**src/rtl/mem_ctrl.sv**
```systemverilog
// Load/store controller in front of the on-chip byte RAM: range-checks one CPU
// request at a time, issues a single registered RAM cycle and formats load data.
module mem_ctrl #(
  parameter int ADDR_W      = 16,
  parameter int MEM_BYTES   = 2048,
  parameter bit ALIGN_CHECK = 1'b1
) (
  input  logic              I_clk,
  input  logic              I_reset,
  input  logic              I_req,
  input  logic              I_write,
  input  logic [1:0]        I_size,
  input  logic              I_signed,
  input  logic [ADDR_W-1:0] I_addr,
  input  logic [15:0]       I_wdata,
  output logic              O_busy,
  output logic              O_ack,
  output logic              O_fault,
  output logic [15:0]       O_rdata,
  output logic              O_ram_enable,
  output logic              O_ram_write,
  output logic [1:0]        O_ram_size,
  output logic [ADDR_W-1:0] O_ram_addr,
  output logic [15:0]       O_ram_data,
  input  logic [15:0]       I_ram_data
);

  typedef enum logic [1:0] {
    S_IDLE  = 2'd0,
    S_ISSUE = 2'd1,
    S_WAIT  = 2'd2
  } state_t;

  localparam logic [ADDR_W:0] LP_LIMIT = (ADDR_W+1)'(MEM_BYTES);

  state_t r_state;
  state_t w_state_next;

  // request registers, captured at every accept
  logic              r_write;
  logic [1:0]        r_size;
  logic              r_signed;

  logic              r_ack;
  logic              r_fault;
  logic [15:0]       r_rdata;
  logic              r_ram_enable;
  logic              r_ram_write;
  logic [1:0]        r_ram_size;
  logic [ADDR_W-1:0] r_ram_addr;
  logic [15:0]       r_ram_data;

  logic              w_accept;
  logic              w_is_byte;
  logic              w_is_word;
  logic              w_illegal;
  logic [ADDR_W:0]   w_addr_ext;
  logic [ADDR_W:0]   w_addr_last;
  logic [15:0]       w_load_fmt;

  // one extra bit so addr+1 cannot wrap past the limit
  assign w_addr_ext  = {1'b0, I_addr};
  assign w_addr_last = w_addr_ext + (ADDR_W+1)'(1);
  assign w_is_byte   = (I_size == 2'd1);
  assign w_is_word   = (I_size == 2'd2);
  assign w_accept    = (r_state == S_IDLE) && I_req;

  assign w_illegal = !(w_is_byte || w_is_word)
                   || (w_addr_ext >= LP_LIMIT)
                   || (w_is_word && (w_addr_last >= LP_LIMIT))
                   || (ALIGN_CHECK && w_is_word && I_addr[0]);

  assign w_load_fmt = (r_size == 2'd1)
                    ? {(r_signed ? {8{I_ram_data[7]}} : 8'h00), I_ram_data[7:0]}
                    : I_ram_data;

  always_comb begin
    w_state_next = r_state;
    case (r_state)
      S_IDLE:  if (w_accept && !w_illegal) w_state_next = S_ISSUE;
      S_ISSUE: w_state_next = r_write ? S_IDLE : S_WAIT;
      S_WAIT:  w_state_next = S_IDLE;
      default: w_state_next = S_IDLE;
    endcase
  end

  always_ff @(posedge I_clk) begin
    if (I_reset) r_state <= S_IDLE;
    else         r_state <= w_state_next;
  end

  always_ff @(posedge I_clk) begin
    if (I_reset) begin
      r_write      <= 1'b0;
      r_size       <= 2'd0;
      r_signed     <= 1'b0;
      r_ack        <= 1'b0;
      r_fault      <= 1'b0;
      r_rdata      <= 16'h0000;
      r_ram_enable <= 1'b0;
      r_ram_write  <= 1'b0;
      r_ram_size   <= 2'd0;
      r_ram_addr   <= '0;
      r_ram_data   <= 16'h0000;
    end else begin
      r_ack        <= 1'b0;
      r_fault      <= 1'b0;
      r_ram_enable <= 1'b0;
      if (w_accept) begin
        r_write  <= I_write;
        r_size   <= I_size;
        r_signed <= I_signed;
        if (w_illegal) begin
          r_ack   <= 1'b1;
          r_fault <= 1'b1;
          r_rdata <= 16'h0000;
        end else begin
          // RAM-side registers load at accept so the ISSUE cycle sees them
          r_ram_enable <= 1'b1;
          r_ram_write  <= I_write;
          r_ram_size   <= I_size;
          r_ram_addr   <= I_addr;
          r_ram_data   <= w_is_byte ? {8'h00, I_wdata[7:0]} : I_wdata;
        end
      end
      if ((r_state == S_ISSUE) && r_write) r_ack <= 1'b1;
      if (r_state == S_WAIT) begin
        r_ack   <= 1'b1;
        r_rdata <= w_load_fmt;
      end
    end
  end

  assign O_busy       = (r_state != S_IDLE);
  assign O_ack        = r_ack;
  assign O_fault      = r_fault;
  assign O_rdata      = r_rdata;
  assign O_ram_enable = r_ram_enable;
  assign O_ram_write  = r_ram_write;
  assign O_ram_size   = r_ram_size;
  assign O_ram_addr   = r_ram_addr;
  assign O_ram_data   = r_ram_data;

endmodule

```
**config.mk**
```make
export PLATFORM = sky130hd
export DESIGN_NAME = mem_ctrl
export DESIGN_NICKNAME = d
export VERILOG_FILES = /design/src/rtl/mem_ctrl.sv
export SDC_FILE = /design/constraint.sdc
export NUM_CORES = 1
export LEC_CHECK = 0
export CAP_MARGIN = 20
export CORE_ASPECT_RATIO = 1.5
export CORE_MARGIN = 1
export CORE_UTILIZATION = 39
export DETAILED_ROUTE_END_ITERATION = 16
export PLACE_DENSITY = 0.86
export SYNTH_ARGS = -nofsm -noshare
export SYNTH_HDL_FRONTEND = slang
export SYNTH_SLANG_ARGS = --single-unit
```
**constraint.sdc**
```tcl
create_clock -name I_clk -period 2.2 [get_ports I_clk]
set_clock_uncertainty 0.2 [all_clocks]
set_input_delay 0.55 -clock I_clk [delete_from_list [all_inputs] [get_ports I_clk]]
set_output_delay 0.55 -clock I_clk [all_outputs]
set_load 0.02 [all_outputs]
```
==> impl_results.md, run 1 <==
* # clock sinks at 60
* CP top delay family: buffers and inverters
* Setup CP Type: reg2out
* Drt initial violations at around 110
* First-pass GRT wire length at between 8000 and 9000 µm
* Worst Path Arrival at between 1000 and 1500 ps
* Slew @ Worst Pin at 567 ps
* Worst r2r path cells at 6
* Overflow after GRT at 0
* Sequential share of the synthesized area at between 50 and 60%
* Post-Synthesis Cells at around 240
* Initial core utilization at just over 40%
* Lkg Pwr at roughly 0.0013 µW
* Fmax at 0.489 GHz
* Top_reg_cell synth: dfxtp_1
* Antenna-violating nets left at 0
* Drt drc at 0
* Status: finished, final reports clean
* CTS Buffer Depth at 2
* Worst reg2reg endpoint: O_ram_data[13]
* Max-cap violation count at 0
* Area share of the leading cell type in the synthesized netlist at between 50% and 60%
* Power Dens Cells at around 640 nW/µm²
* Htree depth at 3
* CTS Buf Count at 9
* WHS Path Cells at 2
* Cell Chain, Critical Path: clkdlybuf4s50_1
* Hold Crit Start: O_ram_data[5]
* I/O pin cnt at between 100 and 150
* Setup violators final at 0
* Routed WL at 5550 µm
* Number of antenna violations at the first check in global routing at 0
* Cell total after placement at between 400 and 500
* Die X at about 63 µm
* EDFF count, synth at 0
* Area Overhead vs Synth at 70.6%
* CTS tree: built
* Peak supply drop at between 400 and 500 µV
* Critical path peak fanout at 2
* Critical-path top delay cell: clkdlybuf4s50_1
* Critical path endpoint category: output port
* Post-synthesis instance area at approximately 2200 µm²
* Vias per cell at approximately 4.7
* Number of global-route vias before repair at a little under 2,000
* FP Rows at 32
* Ys async rst share at 0%
* Startpoint types: register
* Final min period at just over 2000 ps
* # hold bufs at CTS at 0
* Largest net degree at the start of global routing at 25
* Final core occ at approximately 70%
* Clk Latency, worst-skew pair at roughly 330 ps
* R2R Path Start: r_state[1]
* Post-synth cell types at 29
* Final instance area at 3680 µm²
* CP required at ~1500 ps
* Relative slew margins at between 60% and 70%
* Layout cell share with drive strength beyond 1 at a little under an eighth
* Register-to-Register Setup Slack at approximately 550 ps
* Unrepaired setup endpoints after global routing: no
* #FFs+latches synth at 60
* Crit-path max cell delay at slightly above 600 ps
* # diodes at 0
* Vias at between 2,000 and 2,500
* Bufs and invs on worst path at 1
* Clk pin slew, worst setup/hold paths at roughly 60 ps
* DR WL/cell at roughly 13 µm
* RePlAce Congestion at ~0.73
* Synth warn at 0
* Commonest non-fill, non-tap cell in the layout: clkdlybuf4s50_1
* Placed standard-cell area at 3400 µm²
* Hpwl dp at a little over 4000 µm
* Drt first pass iters at 4
* Synth top area cells: dfxtp_1 56%, nand2_1 9.6%, a21oi_1 7.0%
* Final Hold Viols at 0
* Die area at between 5000 and 6000 µm²
* Max-slew violation count at 0
* GRT Util Overall at approximately a fifth
* Hold endpoint: O_ram_data[5]
* Die Height at a little over 90 µm
* Root Buffer: clkbuf_8
* FILL cells at a little under 400
* Yosys top cell by area: dfxtp_1
* Syn Area/Cell at slightly above 9 µm²
* Syn_nets at about 290
* Nets at about 420
* Layout Cells excl Fill at between 400 and 500
* I/O Buffers at between 100 and 150
* Core area at between 5000 and 6000 µm²
* Final Cycle Share at approximately 93%
* Commonest non-fill, non-tap cells in the layout: 105 x clkdlybuf4s50_1, 60 x dfxtp_1, 55 x nand2_1, 29 x a21oi_1, 15 x buf_4
* Hold crit path type: reg2reg
-- final cells by class --
type,count,area [µm²],share of cell area (%)
clock buffer,12,145,3.94
clock inverter,4,72.6,1.97
inverter,10,37.5,1.02
multi-input combinational,153,880,23.9
sequential,60,1200,32.6
tap,68,85.1,2.31
timing repair buffer,127,1260,34.2
-- cells in the mapped netlist (2+ instances only) --
cell type / number
nand3b_1: 9
a22o_1: 8
and2_1: 5
clkbuf_1: 8
inv_1: 10
mux2i_1: 4
nand2_1: 55
nand2b_1: 2
a21oi_1: 30
o21ai_0: 14
dfxtp_1: 60
nor2_1: 8
buf_4: 3
nor3b_4: 2
o21ai_1: 2
ha_1: 2
-- worst max-delay path by stage --
stage / slack, ps / cells after the start / start / end
after floorplan: 60 / 6 / I_size[0] / O_rdata[10]
after global placement: -500 / 9 / I_size[0] / O_ram_data[8]
after detailed placement: -560 / 9 / I_size[0] / O_ram_addr[4]
after CTS: 20 / 7 / I_size[1] / O_rdata[12]
after global routing: 60 / 9 / I_size[0] / O_ram_data[14]
final: 160 / 1 / O_ram_data[13] / O_ram_data[13]
-- state kept, by name (all words and copies together), names as in the netlist --
name	flops
O_ram_addr	16
O_ram_data	16
O_rdata	16
O_ram_size	2
r_size	2
r_state	2
O_ack	1
O_fault	1
O_ram_enable	1
O_ram_write	1
r_signed	1
r_write	1
-- cells by family after synthesis --
family,Yosys count,share of synthesized area [%]
mux,4,1.86
buf+inv,22,4.70
simple gates,87,19.8
fa+ha+maj,2,1.16
compound gates,60,16.8
flops,60,55.7
-- per-layer routing --
layer	vias up	GRT usage, %	share of wire [%]
li1	1034	-	-
met1	922	20.4	39
met2	70	35.2	52
met3	9	5.37	6.4
met4	0	11.0	1.9
met5	-	0	0
-- where the power goes --
group	internal, µW	total (µW)	switching, µW
combinational	121	188	67.2
sequential	1100	1100	4.23
clock	668	1070	406
total	1880	2360	477
-- per-stage QoR --
stage	setup slack [ps]	hold WS (ps)	total power (µW)	TNS, ps
after CTS	16.5	255	2380	0
after floorplan	59.1	225	1170	0
after global routing	57.0	268	2440	0
after global placement	-503	237	1300	-24970
after detailed placement	-558	246	1300	-26650
final	155	252	2360	0
-- what timing repair did --
item,CTS,global route
pin swaps,4,4
gates resized for setup,15,3
setup endpoints to repair,52,40
buffers inserted,1,0
gates cloned,0,1
Power figures use the tool's default switching activity.
==> inputs of run 2 (changes only) <==
--- a/config.mk
+++ b/config.mk
@@ -8,9 +8,12 @@
 export CAP_MARGIN = 20
 export CORE_ASPECT_RATIO = 1.5
 export CORE_MARGIN = 1
-export CORE_UTILIZATION = 39
+export CORE_UTILIZATION = 49
+export CTS_CLUSTER_SIZE = 10
 export DETAILED_ROUTE_END_ITERATION = 16
-export PLACE_DENSITY = 0.86
+export DONT_BUFFER_PORTS = 1
+export PLACE_DENSITY = 0.71
+export SLEW_MARGIN = 20
 export SYNTH_ARGS = -nofsm -noshare
 export SYNTH_HDL_FRONTEND = slang
 export SYNTH_SLANG_ARGS = --single-unit
==> impl_results.md, run 2 (synthesis results as in run 1) <==
* FP Rows at 29 (-9.4%)
* Status: finished, final reports clean
* WHS Path Cells at 1 (-1)
* Slew @ Worst Pin at 464 ps (-103 ps)
* Number of global-route vias before repair at 1,574 (-20%)
* Clk pin slew, worst setup/hold paths at 60 ps (about the same)
* Die Height at 83.3 µm (-11%)
* CP required at 2250 ps (+800 ps)
* Die area at 4680 µm² (-20%)
* GRT Util Overall at 19.5% (-0.16 points)
* Nets at 298 (-29%)
* Worst Path Arrival at 1940 ps (+650 ps)
* Final Hold Viols at 0 (unchanged)
* Drt first pass iters at 4 (unchanged)
* CTS Buf Count at 9 (unchanged)
* Final min period at 1890 ps (-156 ps)
* # hold bufs at CTS at 0 (unchanged)
* Routed WL at 4260 µm (-23%)
* Antenna-violating nets left at 0 (unchanged)
* Final Cycle Share at 85.8% (-7.1 points)
* Hpwl dp at 2950 µm (-28%)
* Lkg Pwr at 0.000865 µW (-36%)
* Max-slew violation count at 0 (unchanged)
* Setup TNS at 0 ps (unchanged)
* Vias at 1,592 (-22%)
* Core area at 4210 µm² (-20%)
* Area of the multi-input gates at 855 µm² (-2.8%)
* Area Overhead vs Synth at 12.4%
* Unrepaired setup endpoints after global routing: no
* Commonest non-fill, non-tap cells in the layout: 60 x dfxtp_1, 55 x nand2_1, 30 x a21oi_1, 14 x o21ai_0, 11 x clkbuf_8
* # clock sinks at 60 (unchanged)
* I/O Buffers at 0 (-100%)
* Root Buffer: clkbuf_8
* Clk Latency, worst-skew pair at 320 ps (about the same)
* Hold crit path type: in2reg
* CTS tree: built
* Post-cts resize count at 0 (-15)
* I/O pin cnt at 110 (unchanged)
* CTS Buffer Depth at 2 (unchanged)
* Critical path peak fanout at 8 (+6)
* Relative slew margins at 68.8% (+6.7 points)
* Fmax at 0.530 GHz (+8.3%)
* FILL cells at 388 (-2.0%)
* First-pass GRT wire length at 7010 µm (-21%)
* DR WL/cell at 14.6 µm (+14%)
* Vias per cell at 5.45 (+16%)
* Startpoint types: input port
* Die X at 56.2 µm (-10%)
* Peak supply drop at 690 µV (+47%)
* Overflow after GRT at 0 (unchanged)
* FF/Latch Area at 1200 µm² (unchanged)
* Setup violators final at 0 (unchanged)
* Initial core utilization at 51.2% (+10 points)
* RePlAce Congestion at 0.727 (-0.40%)
* Setup CP Type: in2reg
* Post-CTS Repair Setup Buffers at 0 (-1)
* Max-cap violation count at 0 (unchanged)
* # diodes at 0 (unchanged)
* Pre-CTS setup slack at -38.8 ps (+519 ps)
* Critical path endpoint category: register
* Commonest non-fill, non-tap cell in the layout: dfxtp_1
* Htree depth at 3 (unchanged)
* Worst r2r path cells at 5 (-1)
* Drt initial violations at 55 (-51%)
* Drt drc at 0 (unchanged)
* Total power at 2120 µW (-10%)
* Final worst setup slack at 312 ps (+156 ps)
* Layout cell share with drive strength beyond 1 at 10.2% (-1.6 points)
* Power Dens Cells at 873 nW/µm² (+36%)
* Min Hold Slack at 94.1 ps (-158 ps)
* Number of antenna violations at the first check in global routing at 0 (unchanged)
* Largest net degree at the start of global routing at 44 (+76%)
[run 2: critical path: stages]
cell and delay (ps):
inv_1 20, ha_1 270, a211oi_1 210, buf_4 160, a21boi_0 150, o31a_1 390, o21ai_0 190
[run 2: report_power, final]
group | switching (µW) | internal, µW
Clock | 375 | 587
Combinational | 23.5 | 23.3
Sequential | 10.6 | 1100
[run 2: metal layers]
| metal | wire [µm] | up-vias | GRT usage (%) |
|---|---|---|---|
| met5 | 0 | - | 0 |
| met4 | 66 | 0 | 10.6 |
| met3 | 436 | 5 | 10.7 |
| met2 | 2020 | 72 | 29.8 |
| met1 | 1740 | 721 | 21.2 |
| li1 | - | 794 | - |
[run 2: per-stage QoR]
step                instances  area (µm²)  utilization, %
finish                    292        2420            57.6
global route              292        2420            57.6
CTS                       292        2420            57.6
detailed placement        276        2230            52.9
global placement          276        2230            52.9
floorplan                 235        2160               -
[run 2: final cells by class]
cell class                 instances  share of cell area (%)
clock buffer                      15                    6.86
clock inverter                     1                    1.24
inverter                          10                    1.55
multi-input combinational        153                    35.2
sequential                        60                    49.5
tap                               46                    2.37
timing repair buffer               7                    3.20
[run 2: worst paths after layout]
kind | start | end | slack (ps)
worst max-delay path | I_size[0] | O_rdata[15] | 310
worst min-delay path | I_reset | O_ram_data[1] | 90
worst max register to register | r_state[1] | O_ram_addr[15] | 480
worst min register to register | r_write | r_state[1] | 270
==> inputs of run 3 (changes only) <==
--- a/config.mk
+++ b/config.mk
@@ -8,11 +8,11 @@
 export CAP_MARGIN = 20
 export CORE_ASPECT_RATIO = 1.5
 export CORE_MARGIN = 1
-export CORE_UTILIZATION = 49
+export CORE_UTILIZATION = 30
 export CTS_CLUSTER_SIZE = 10
 export DETAILED_ROUTE_END_ITERATION = 16
 export DONT_BUFFER_PORTS = 1
-export PLACE_DENSITY = 0.71
+export PLACE_DENSITY = 0.51
 export SLEW_MARGIN = 20
 export SYNTH_ARGS = -nofsm -noshare
 export SYNTH_HDL_FRONTEND = slang
==> impl_results.md, run 3 (synthesis results as in run 1) <==
* # hold bufs at CTS at 0 (unchanged)
* Setup CP Type: reg2out
* Register-to-Register Setup Slack at 520 ps (+40 ps)
* Status: finished, violations left
* Max-cap violation count at 0 (unchanged)
* Final Cycle Share at 86.6% (+0.78 points)
* Core area at 6900 µm² (+64%)
* Initial core utilization at 31.3% (-20 points)
* Clock power frac at 43.0% (-2.5 points)
* Hpwl dp at 3340 µm (+13%)
* Root Buffer: clkbuf_8
* Hold Crit Start: I_reset
* Antenna-violating nets left at 0 (unchanged)
* Htree depth at 3 (unchanged)
* Layout cell share with drive strength beyond 1 at 11.3% (+1.2 points)
* # clock sinks at 60 (unchanged)
* Pint at 1580 µW (-7.3%)
* Crit-path max cell delay at 410 ps (+20 ps)
* Placed standard-cell area at 2270 µm² (+1.9%)
* Vias at 1,620 (+1.8%)
* P_sw at 449 µW (+9.5%)
* Lkg Pwr at 0.000861 µW (-0.55%)
* Clk Latency, worst-skew pair at 340 ps (+20 ps)
* Commonest non-fill, non-tap cells in the layout: 60 x dfxtp_1, 55 x nand2_1, 30 x a21oi_1, 14 x o21ai_0, 11 x clkbuf_8
* Pre-CTS setup slack at 2.79 ps (+41.6 ps)
* Bufs and invs on worst path at 0 (-2)
* Critical path peak fanout at 8 (unchanged)
* FF/Latch Area at 1200 µm² (unchanged)
* Setup TNS at 0 ps (unchanged)
* R2R Path Start: r_state[1]
* CP top delay family: flip-flops
* Sequential power share at 54.5% (+2.2 points)
* Area of the multi-input gates at 855 µm² (unchanged)
* Overflow after GRT at 0 (unchanged)
* Die area at 7540 µm² (+61%)
* Area Overhead vs Synth at 13.1%
* Nets at 300 (+0.67%)
* Hold endpoint: r_size[0]
* Cell Chain, Critical Path: or2_2
* RePlAce Congestion at 0.688 (-5.4%)
* Failing checks: design-rule violations
* Hold crit path type: in2reg
* Clk pin slew, worst setup/hold paths at 60 ps (about the same)
* Worst reg2reg endpoint: O_ram_addr[12]
* Final Hold Viols at 0 (unchanged)
* Max-slew violation count at 0 (unchanged)
* Sw frac at 22.1% (+2.7 points)
* Power Dens Cells at 832 nW/µm² (-4.6%)
* Routed WL at 4890 µm (+15%)
* Drt initial violations at 90 (+64%)
* Drt first pass iters at 11 (+7)
* Setup violators final at 0 (unchanged)
* Post-CTS Repair Setup Buffers at 0 (unchanged)
* First-pass GRT wire length at 7490 µm (+6.9%)
* CTS Buffer Depth at 2 (unchanged)
* I/O pin cnt at 110 (unchanged)
* GRT Util Overall at 13.6% (-5.9 points)
* # diodes at 0 (unchanged)
* Worst r2r path cells at 5 (unchanged)
* Levels on crit path at 1 (-6)
* Die X at 71.2 µm (+27%)
* Worst Path Arrival at 1160 ps (-780 ps)
* Critical-path top delay cell: dfxtp_1
* WHS Path Cells at 1 (unchanged)
* Combinational share of power at 2.5% (+0.3 points)
* Final worst setup slack at 295 ps (-17.1 ps)
* CTS tree: built
* Startpoint types: register
* Final min period at 1910 ps (+17.1 ps)
* I/O Buffers at 0 (unchanged)
* Relative slew margins at 64.4% (-4.4 points)
* FILL cells at 717 (+85%)
* FP Rows at 37 (+28%)
* Number of global-route vias before repair at 1,537 (-2.4%)
* Unrepaired setup endpoints after global routing: no
* Die Height at 106 µm (+27%)
* CTS Buf Count at 9 (unchanged)
* Slew @ Worst Pin at 533 ps (+69.1 ps)
* Final instance area at 2440 µm² (+0.62%)
* Largest net degree at the start of global routing at 44 (unchanged)
* CP required at 1450 ps (-800 ps)
* Critical path endpoint category: output port
* Drt drc at 11 (+11)
* Number of antenna violations at the first check in global routing at 0 (unchanged)
* Fmax at 0.525 GHz (-0.90%)
* Commonest non-fill, non-tap cell in the layout: dfxtp_1
* Post-cts resize count at 0 (unchanged)
* Vias per cell at 4.98 (-8.6%)
* Peak supply drop at 304 µV (-56%)
* DR WL/cell at 15.0 µm (+3.3%)
## run 3: worst max-delay path by stage
stage | slack [ps] | startpoint | endpoint
after floorplan | 60 | I_size[0] | O_rdata[10]
after global placement | 30 | I_size[0] | O_rdata[12]
after detailed placement | 3 | I_size[0] | O_rdata[14]
after CTS | 260 | r_state[1] | O_busy
after global routing | 230 | r_state[1] | O_busy
final | 290 | r_state[1] | O_busy
## run 3: layer usage
| metal | track usage [%] | wire (µm) | vias up |
|---|---|---|---|
| met5 | 0 | 0 | - |
| met1 | 13.7 | 1890 | 723 |
| met2 | 21.0 | 2310 | 81 |
| met4 | 10.0 | 192 | 0 |
| met3 | 7.07 | 496 | 14 |
| li1 | - | - | 802 |
## run 3: power by group through the flow
| stage | Combinational [µW] | Clock (µW) | Sequential (µW) |
|---|---|---|---|
| 2_1_floorplan | 46.2 | 0 | 1130 |
| 6_report | 50.4 | 874 | 1110 |
| 3_5_place_dp | 51.5 | 0 | 1130 |
| 3_3_place_gp | 51.0 | 0 | 1130 |
| 5_1_grt | 56.7 | 954 | 1110 |
| 4_1_cts | 51.6 | 915 | 1110 |
## run 3: cell type report
| cell class | instances | area share [%] |
|---|---|---|
| timing repair buffer | 9 | 3.28 |
| clock inverter | 2 | 0.410 |
| sequential | 60 | 49.2 |
| multi-input combinational | 153 | 35.0 |
| clock buffer | 13 | 6.51 |
| tap | 78 | 4.00 |
| inverter | 10 | 1.54 |
## run 3: stage by stage
stage	hold WS, ps	cells	utilization (%)	power, µW
2_1_floorplan	225	235	-	1170
3_3_place_gp	251	310	32.9	1180
3_5_place_dp	256	310	32.9	1180
4_1_cts	42.5	325	35.4	2070
5_1_grt	44.5	325	35.4	2120
6_report	71.6	325	35.4	2030
==> RTL edit (flow settings as in run 1) <==
The parameter `ADDR_W` goes from 16 to 17.
--- a/src/rtl/mem_ctrl.sv
+++ b/src/rtl/mem_ctrl.sv
@@ -2,5 +2,5 @@
 // request at a time, issues a single registered RAM cycle and formats load data.
 module mem_ctrl #(
-  parameter int ADDR_W      = 16,
+  parameter int ADDR_W      = 17,
   parameter int MEM_BYTES   = 2048,
   parameter bit ALIGN_CHECK = 1'b1
Interface: changed (resized I_addr and O_ram_addr); port bits go from 110 to 112. No check against the original RTL was run, so the function may have changed too.
==> RTL edit against run 1 <==
Total power increased by 0.44%. Wire length increased by 15%. Sequential cell count rose by 1. Worst setup slack lost 0.053 ns. Worst hold slack gained 0.017 ns. Combinational power up 32%. Synthesized area grew 21%. Count of clock-buffer cells in the layout down 1. Cell area up 12%. Die area grew 21%. Critical path depth grew 6. Synthesized cell count rose by 9.8%. Largest cell class unchanged. Largest power group unchanged.
==> RTL edit: results (changes against run 1) <==
Pleak=1.44 nW (was 1.35 nW); relative slew slack=62.4% (was 62.1%); largest net degree at the start of global routing=32 (was 25); mux contribution to synthesized area=11.1% (was 1.86%); Met2 Wirelength=3.53 mm (was 2.90 mm); pre-CTS WS=-0.319 ns (was -0.558 ns); grt met3 use=4.35% (was 5.37%); placed instance area=3870 sq um (was 3400 sq um); filler instances=560 (was 396); GPL Wtd Cong=0.793 (was 0.730); complex-gate fraction of the synthesized area=8.74% (was 16.8%); WL/cell=13.8 um (was 12.8 um); DR vias/cell=4.90 (was 4.69); slowest stage delay, CP=0.48 ns (was 0.62 ns); Synth top cells by count=dfxtp_1 (61), nand2b_1 (52), mux2i_1 (29) (was dfxtp_1 (60), nand2_1 (55), a21oi_1 (30)); All-Layer GR Usage=18.1% (was 19.6%); layout cell share with drive strength beyond 1=12.2% (was 11.7%); Critical Path AT=2.15 ns (was 1.29 ns); syn_area_per_cell=10.2 sq um (was 9.18 sq um); Iteration-0 DRC Markers=59 (was 113); cells on worst reg2reg path=4 (was 6); Metal-1 WL=2.41 mm (was 2.19 mm); syn nets=316 (was 292); switch share=21.8% (was 20.2%); first-pass GRT wire length=9.72 mm (was 8.86 mm); Met3 Routed Length=374 um (was 356 um); vias in the first global route=2256 (was 1965); status=finished clean (unchanged); critical-path maximum fanout=5 (was 2); NumNets Final=438 (was 418); Pwr Density=576 nW/um^2 (was 642 nW/um^2); # Post-CTS Setup Buffers=0 (was 1); met1 Usage GRT=19.2% (was 20.4%); PortBufs=111 (was 109); highest routed metal layer=met4 (unchanged); synth unique cells=32 (was 29); Synth Area in Adders=0.955% (was 1.16%); post-DP HPWL=4.67 mm (was 4.09 mm); Seq/Total Area, Yosys=46.6% (was 55.7%); GR Util met2=33.4% (was 35.2%); Synth area leaders=dfxtp_1 (47%), nand2b_1 (12%), mux2i_1 (11%), nand3b_1 (4.9%), buf_12 (3.1%) (was dfxtp_1 (56%), nand2_1 (9.6%), a21oi_1 (7.0%), a22o_1 (3.2%), o21ai_0 (3.2%)); DRT Wirelength=6.38 mm (was 5.55 mm); CTS buffer count=9 (unchanged)
## RTL edit: cell types whose count changed after synthesis, sizes merged, moves of 5 or more
cell            run 1  this run
a21oi              30        13
a22o                8         0
and2                5         0
buf                 4        10
inv                10         3
mux2i               4        29
nand2              55        16
nand2b              2        52
nand3b              9        17
nor3b               2         7
o21ai              16         0
o22ai               0         8
o2bb2ai             0         8
## RTL edit: worst paths after layout
kind	from	endpoint	slack, ns
setup / recovery	I_size[0]	O_ram_data[5]	0.10
hold / removal	O_ram_addr[0]	O_ram_addr[0]	0.27
setup reg to reg	r_state[1]	O_ack	0.55
hold reg to reg	O_ram_addr[0]	O_ram_addr[0]	0.27
## RTL edit: cell type report
class                           instances  area share (%)
Timing Repair Buffer                  131            32.1
Multi-Input combinational cell        174            30.5
Sequential cell                        61            29.7
Clock buffer                           11            3.68
Tap cell                               76            2.31
Clock inverter                          5            1.43
Inverter                                3           0.273
## RTL edit: critical path, delay by kind of cell
kind	cells	cell delay (ns)
compound gates	1	0.12
simple gates	1	0.32
fa+ha+maj	1	0.24
buf+inv	3	0.73
mux	1	0.20
## RTL edit: power groups by stage
stage | combinational, mW | sequential (mW) | clock (mW)
finish | 0.248 | 1.12 | 1.01
global route | 0.268 | 1.12 | 1.11
CTS | 0.245 | 1.12 | 1.04
detailed placement | 0.244 | 1.14 | 0
global placement | 0.240 | 1.14 | 0
floorplan | 0.0882 | 1.14 | 0
## RTL edit: timing repair
item	4_1_cts	5_1_grt
hold endpoints to repair	0	0
gates cloned	0	1
gates resized for setup	1	2
endpoints found under the setup margin	1	25
## RTL edit: cell families (layout without fill, tap and decap cells)
group,Yosys count,count (layout)
compound gates,33,33
fa+ha+maj,2,2
buf+inv,23,150
flops,61,61
mux,29,29
simple gates,110,110
